[src/rtl/fwpic_reg_arb.sv]
// Round-robin arbiter that lets N_INIT register-bus initiators share the single fwpic
// register port, with per-grant timeout and request-withdrawal handling.
module fwpic_reg_arb #(
    parameter int unsigned N_INIT    = 2,
    parameter int unsigned ADR_WIDTH = 4,
    parameter int unsigned DAT_WIDTH = 32,
    parameter int unsigned TIMEOUT   = 16
) (
    input  logic                          clock,
    input  logic                          reset,
    input  logic [N_INIT*ADR_WIDTH-1:0]   i_adr,
    input  logic [N_INIT*DAT_WIDTH-1:0]   i_dat_w,
    input  logic [N_INIT-1:0]             i_we,
    input  logic [N_INIT-1:0]             i_valid,
    output logic [N_INIT-1:0]             i_ready,
    output logic [DAT_WIDTH-1:0]          i_dat_r,
    output logic [ADR_WIDTH-1:0]          t_adr,
    output logic [DAT_WIDTH-1:0]          t_dat_w,
    output logic                          t_we,
    output logic                          t_valid,
    input  logic                          t_ready,
    input  logic [DAT_WIDTH-1:0]          t_dat_r,
    output logic [2:0]                    gnt_idx,
    output logic                          busy,
    output logic                          err
);

    localparam int unsigned IDX_W    = 3;
    localparam int unsigned CNT_W    = 8;
    localparam int unsigned MAX_INIT = 8;

    typedef enum logic {
        IDLE = 1'b0,
        BUSY = 1'b1
    } state_t;

    state_t               state;
    state_t               state_nxt;
    logic [IDX_W-1:0]     rr_ptr;
    logic [IDX_W-1:0]     rr_adv;
    logic [IDX_W-1:0]     pick_idx;
    logic [IDX_W-1:0]     hi_idx;
    logic [IDX_W-1:0]     lo_idx;
    logic                 hi_found;
    logic                 pick_any;
    logic [CNT_W-1:0]     cnt;
    logic                 gnt_vld;
    logic                 timeout;
    logic                 done;
    logic [MAX_INIT-1:0]  vld8;
    logic [MAX_INIT-1:0]  we8;
    logic [MAX_INIT-1:0]  rdy8;
    logic [ADR_WIDTH-1:0] adr_a [MAX_INIT];
    logic [DAT_WIDTH-1:0] dat_a [MAX_INIT];

    // Unpack per-initiator slices into fixed 8-entry tables indexed by the 3-bit grant
    for (genvar g = 0; g < int'(MAX_INIT); g++) begin : g_unpack
        if (g < int'(N_INIT)) begin : g_live
            assign vld8[g]  = i_valid[g];
            assign we8[g]   = i_we[g];
            assign adr_a[g] = i_adr[g*ADR_WIDTH +: ADR_WIDTH];
            assign dat_a[g] = i_dat_w[g*DAT_WIDTH +: DAT_WIDTH];
        end else begin : g_pad
            assign vld8[g]  = 1'b0;
            assign we8[g]   = 1'b0;
            assign adr_a[g] = '0;
            assign dat_a[g] = '0;
        end
    end

    assign gnt_vld = vld8[gnt_idx];
    // The timeout cycle is decided from the counter alone so t_ready never reaches t_valid
    assign timeout = (state == BUSY) && gnt_vld && (cnt == CNT_W'(TIMEOUT - 1));
    assign done    = (state == BUSY) && gnt_vld && !timeout && t_ready;
    assign rr_adv  = (gnt_idx == IDX_W'(N_INIT - 1)) ? '0 : gnt_idx + 3'd1;

    // Lowest requester at or above rr_ptr wins, otherwise lowest requester overall
    always_comb begin
        hi_found = 1'b0;
        hi_idx   = '0;
        lo_idx   = '0;
        pick_any = 1'b0;
        for (int k = int'(MAX_INIT) - 1; k >= 0; k--) begin
            if (vld8[3'(k)]) begin
                pick_any = 1'b1;
                lo_idx   = 3'(k);
                if (3'(k) >= rr_ptr) begin
                    hi_found = 1'b1;
                    hi_idx   = 3'(k);
                end
            end
        end
        pick_idx = hi_found ? hi_idx : lo_idx;
    end

    always_ff @(posedge clock) begin
        if (!reset) begin
            state <= IDLE;
        end else begin
            state <= state_nxt;
        end
    end

    always_comb begin
        state_nxt = state;
        case (state)
            IDLE: if (pick_any) state_nxt = BUSY;
            BUSY: if (!gnt_vld || timeout || done) state_nxt = IDLE;
            default: state_nxt = IDLE;
        endcase
    end

    always_ff @(posedge clock) begin
        if (!reset) begin
            rr_ptr  <= '0;
            gnt_idx <= '0;
            cnt     <= '0;
        end else if (state == IDLE) begin
            cnt <= '0;
            if (pick_any) gnt_idx <= pick_idx;
        end else if (timeout || done) begin
            cnt    <= '0;
            rr_ptr <= rr_adv;
        end else if (!gnt_vld) begin
            cnt <= '0;
        end else begin
            cnt <= cnt + CNT_W'(1);
        end
    end

    always_comb begin
        busy    = (state == BUSY);
        t_valid = 1'b0;
        t_adr   = '0;
        t_dat_w = '0;
        t_we    = 1'b0;
        rdy8    = '0;
        i_dat_r = t_dat_r;
        err     = 1'b0;
        if (state == BUSY) begin
            t_valid       = gnt_vld && !timeout;
            t_adr         = adr_a[gnt_idx];
            t_dat_w       = dat_a[gnt_idx];
            t_we          = we8[gnt_idx];
            rdy8[gnt_idx] = timeout || t_ready;
            if (timeout) begin
                i_dat_r = '1;
                err     = 1'b1;
            end
        end
    end

    assign i_ready = rdy8[N_INIT-1:0];

endmodule

[config.mk]
export PLATFORM = sky130hd
export DESIGN_NAME = fwpic_reg_arb
export DESIGN_NICKNAME = d
export VERILOG_FILES = /design/src/rtl/fwpic_reg_arb.sv
export SDC_FILE = /design/constraint.sdc
export NUM_CORES = 1
export LEC_CHECK = 0
export ABC_CLOCK_PERIOD_IN_PS = 3400
export BUFFER_PORTS_ARGS = -buffer_cell sky130_fd_sc_hd__buf_2
export CELL_PAD_IN_SITES_DETAIL_PLACEMENT = 1
export CELL_PAD_IN_SITES_GLOBAL_PLACEMENT = 1
export CORE_MARGIN = 2
export CORE_UTILIZATION = 19
export CTS_BUF_LIST = sky130_fd_sc_hd__clkbuf_16
export DETAILED_ROUTE_END_ITERATION = 8
export PLACE_DENSITY = 0.92
export SLEW_MARGIN = 0
export SYNTH_ARGS = -nofsm -noshare
export SYNTH_HDL_FRONTEND = slang
export SYNTH_SLANG_ARGS = --single-unit
[constraint.sdc]
create_clock -name clock -period 3.4 [get_ports clock]
set_input_delay 0.68 -clock clock [delete_from_list [all_inputs] [get_ports clock]]
set_output_delay 0.68 -clock clock [all_outputs]
set_load 0.02 [all_outputs]
== Word-level counts from Yosys, hierarchy flattened ==
Index checks and enable logic that the tools add are counted.
Widths: inputs -> output; s select.

* Register bits: 15
* Bits of input ports: 111
* Logic and storage cells: 71

* $add $sub $neg: 2
* Magnitude comparators: 5
* Equality and inequality tests: 2
* Mux-type cells: 38
* Bitwise operators: 5
* Reductions and logical operators: 15

{| class="wikitable"
|+ Operators with widths
! operator !! number
|-
| $mux 32 || 5
|-
| $bmux 32 s3 || 1
|-
| $mux 3 || 8
|-
| $mux 1 || 15
|-
| $bmux 4 s3 || 1
|-
| $mux 4 || 3
|-
| $add 8x1->8 const B || 1
|-
| $eq 8x4->1 const B || 1
|-
| $bmux 1 s3 || 2
|-
| $ge 1x3->1 const A || 2
|-
| $logic_and 1x1->1 || 6
|-
| $ge 4x4->1 const B || 1
|-
| $logic_or 1x1->1 || 4
|-
| $lt 3x4->1 const B || 1
|-
| $not 3->4 || 1
|-
| $reduce_and 2->1 || 2
|-
| $reduce_or 4->1 || 1
|-
| $add 3x1->3 const B || 1
|-
| $demux 1 s3 || 1
|-
| $eq 3x1->1 const B || 1
|-
| $ge 3x1->1 const B || 1
|-
| $not 1->1 || 3
|-
| $and 2x2->2 || 1
|-
| $logic_not 1->1 || 2
|-
| other kinds (2) || 2
|}

== Longest topological paths before layout ==
* Word-level depth: 10
* Depth in mapped cells: 6
* Gate-level depth less buffers: 5

== Worst setup path after synthesis ==
OpenSTA, ideal clock, no wires.

* Path type: reg2out
* Start: reg cnt[0]
* End: out i_ready[0]
* Data arrival time: 1693 ps
* Data required time: 2720 ps
* Path slack: 1027 ps
* Stages on the path, launching flop included: 7
* Cell sequence: dfxtp_1 ha_1 and3_1 clkbuf_1 nand4_1 nor2b_1 nor3_1

* Cells in the longest elaborated chain, start to end: 5

{| class="wikitable"
|+ Ends and longest elaborated chain
! what !! RTL line !! source
|-
| from (decl) || 46 || <nowiki>logic [CNT_W-1:0] cnt;</nowiki>
|-
| from (signal assigned) || 127 || <nowiki>cnt <= cnt + CNT_W'(1);</nowiki>
|-
| $eq 8x4->1 || 73 || <nowiki>assign timeout = (state == BUSY) && gnt_vld && (cnt == CNT_W'(TIMEOUT - 1));</nowiki>
|-
| $logic_and 1x1->1 || 73 ||
|-
| $logic_or 1x1->1 || 145 || <nowiki>rdy8[gnt_idx] = timeout || t_ready;</nowiki>
|-
| $and 2x2->2 (no line) || n/a ||
|-
| $mux 2 || 140 || <nowiki>if (state == BUSY) begin</nowiki>
|-
| to (decl) || 15 || <nowiki>output logic [N_INIT-1:0] i_ready,</nowiki>
|}

No other way between the ends.

== Worst setup path in the final report ==
* Start: in i_valid[0]
* End: out i_dat_r[20]

* Cells in the longest elaborated chain, start to end: 6

{| class="wikitable"
|+ Ends and longest elaborated chain
! what !! RTL line !! source
|-
| from (decl) || 14 || <nowiki>input logic [N_INIT-1:0] i_valid,</nowiki>
|-
| $bmux 1 s3 || 71 || <nowiki>assign gnt_vld = vld8[gnt_idx];</nowiki>
|-
| $mux 1 (not written as such) || 71 ||
|-
| $logic_and 1x1->1 (2 in a row) || 73 ||
|-
| $mux 32 || 146 || <nowiki>if (timeout) begin</nowiki>
|-
| $mux 32 || 140 ||
|-
| to (decl) || 16 || <nowiki>output logic [DAT_WIDTH-1:0] i_dat_r,</nowiki>
|}

No other way between the ends. The select of a mux whose other input is x is not followed.

==> flow_summary.ini <==
[run]
maxCapViolCount = 0

[grt]
track_usage = 0.1331
first_global_vias = 1844
met3_track_utilization_from_global_routing = 0.03080
use_met2 = 0.2621
grt_start_max_net_pins = 43
grt_use_met1 = 0.1355
wire_length_of_the_first_global_routing_pass_mm = 8.059
grt_antenna_before_repair = 0
grt_busiest_layer = met2
grt_remaining_overflow = 0

[yosys]
synth_fa_ha_area_frac = 0.009881
synth.yosys.seq_area_share = 0.1739
synth_compound_gate_area_share = 0.03162
mappedNetlistArea_um2 = 1266
post_synth_main_area_contributors = mux2i_1, dfxtp_1, nand2b_1
post-synth-top-area-cell = mux2i_1
yosys_register_bits = 11
synthXorXnorAreaFrac = 0.04150
netlist_instances = 177
post_synthesis_mux_area_share = 0.3014
area_share_of_and_or_nand_nor_cells_after_synthesis = 0.3725
combinational_family_with_the_most_area_after_synthesis = simple AND/OR/NAND/NOR gates
synth_top_area_share = 0.2925
avgSynthCellArea_um2 = 7.154
synth_warnings = 0
netlist-cell-type-count = 25

[layout]
insertedDiodeCount = 0
post-route-cell-area_um2 = 2322
flow.area_growth_from_synthesis_pct = 83.40
layout-drive-gt1-share = 0.5465
n_fill_cell = 840
finish.net_count = 468
layout.cells.most_common = buf_2
final_core_util = 0.3636
final-instance-count-excl-fill = 432
most-common-layout-cells = buf_2, nor2_1, mux2i_1, nand2b_1, dfxtp_1

[timing]
grt_setup_unrepaired = false
final_ws_setup_ps = 902.6
fin_crit_ps = 2497
share_of_the_cycle_needed_by_the_critical_path_after_routing = 0.7345
final.setup_skew_ps = 0.6816
final_max_slew_viol_count = 0
hold_ws_ps = 443.6
maxClockFrequency_mhz = 400.4
slew_headroom = 0.5704
worst_slew_pin_slew_ps = 644.5
hold_violations = 0
setup_total_negative_slack_ps = 0
report.final.setup_viol = 0

[clock_tree]
ctsResizeCount = 0
clkSlewWorstSetupHoldPaths_ps = 40
cts.sinks = 11
tritoncts = yes
cts-hold-fix-buffers = 0
cts_root_buf = clkbuf_16
cts_buffers = 3
clk_latency_ps = 240
ctsHtreeMaxLevel = 1
cts_max_path_buffers = 2
post_cts_repair_timing_setup_buffer_count = 0

[route]
avgRoutedWirePerCell_um = 12.43
dr_total_vias = 1901
drt_first_iter_violations = 26
drt-total-wl_mm = 5.369
ant_nets = 0
dr.pass1.iters = 4
routed_via_density = 4.400
remaining_drc_errors = 0

[power_and_ir_drop]
power_density_nw_per_um2 = 281.5
total_leakage_power_nw = 1.342
max-vdd-ir-drop_mv = 0.2119
overall_power_mw = 0.6537

[floorplanning]
ios = 188
dieHeight_um = 85.64
placementRows = 29
core_um2 = 6386
fp.dieArea_um2 = 7333
floorplan.initialDensity = 0.1983
chipWidth_um = 85.64

[worst_hold_path]
hold_class = flip-flop to flip-flop

[setup_path]
worst-endpoint-arrival_ps = 1820
worstPathRequired_ps = 2720
critical_path_class = input pin to primary output
worst-path-max-fanout = 33
critical_path.endpoint_type = primary output
critical_path.startpoint_type = input pin

[place]
portbufs = 185
place_worst_setup_slack_ps = 887.5
globalplace.congestion = 0.7609
placed_cells_incl_taps = 428
place_hpwl_mm = 4.653
detailed_place.area_um2 = 2243

[run_status]
outcome = finished, final reports clean
critical path, cell delays in order:
cell      delay, ps
buf_2           110
mux2_2          300
nand4_1         120
buf_4           310
nand2b_1        120
buf_2           170
synth_stat cells, drive strengths merged:
library cell,instances
nor3,2
nand3,2
nand4,2
inv,3
xnor2,4
buf,9
conb,1
mux2i,37
clkbuf,6
and3,1
nor4,1
a21boi,2
xor2,2
dfxtp,11
mux2,1
nor2,48
ha,1
nand2,5
o21ai,2
nand2b,32
a21oi,3
or3,1
nor2b,1
per-layer routing:
layer  vias up  wire length, um
met2       133             2706
met3        11              659
met4         0              103
met1       829             1900
met5         -                0
li1        928                -
kinds of logic (layout without fill, tap and decap cells):
| logic type | count (synthesis) | after routing |
|---|---|---|
| flip-flops | 11 | 11 |
| AO/OA/AOI/OAI | 7 | 7 |
| other | 1 | 2 |
| AND/OR/NAND/NOR | 95 | 95 |
| buffers and inverters | 18 | 195 |
| multiplexers | 38 | 38 |
| XOR/XNOR | 6 | 6 |
| adder cells (fa/ha/maj) | 1 | 1 |
flip-flops by register name (all words and copies together) (netlist names):
name	cells
cnt	8
gnt_idx	1
busy	1
rr_ptr	1
report_power, final:
group	internal, mW	switching, mW
combinational	0.134	0.174
sequential	0.133	0.00299
clock	0.154	0.0562
total	0.421	0.233
cell type report:
| cell class | instances | area, um2 | area share |
|---|---|---|---|
| Tap cell | 77 | 96.34 | 0.04149 |
| Multi-Input combinational cell | 149 | 965.9 | 0.4159 |
| Timing Repair Buffer | 188 | 948.4 | 0.4084 |
| Sequential cell | 11 | 221.5 | 0.09537 |
| Clock buffer | 3 | 75.07 | 0.03233 |
| Clock inverter | 1 | 3.754 | 0.001616 |
| Inverter | 3 | 11.26 | 0.004849 |
worst paths after layout:
kind / to / slack, ps / depth (start not counted) / startpoint
max reg2reg: cnt[4] / 1730 / 5 / cnt[0]
max: i_dat_r[20] / 900 / 6 / i_valid[0]
min: cnt[0] / 440 / 1 / cnt[0]
min reg2reg: cnt[0] / 440 / 1 / cnt[0]
(Power assumes the default switching activity.)
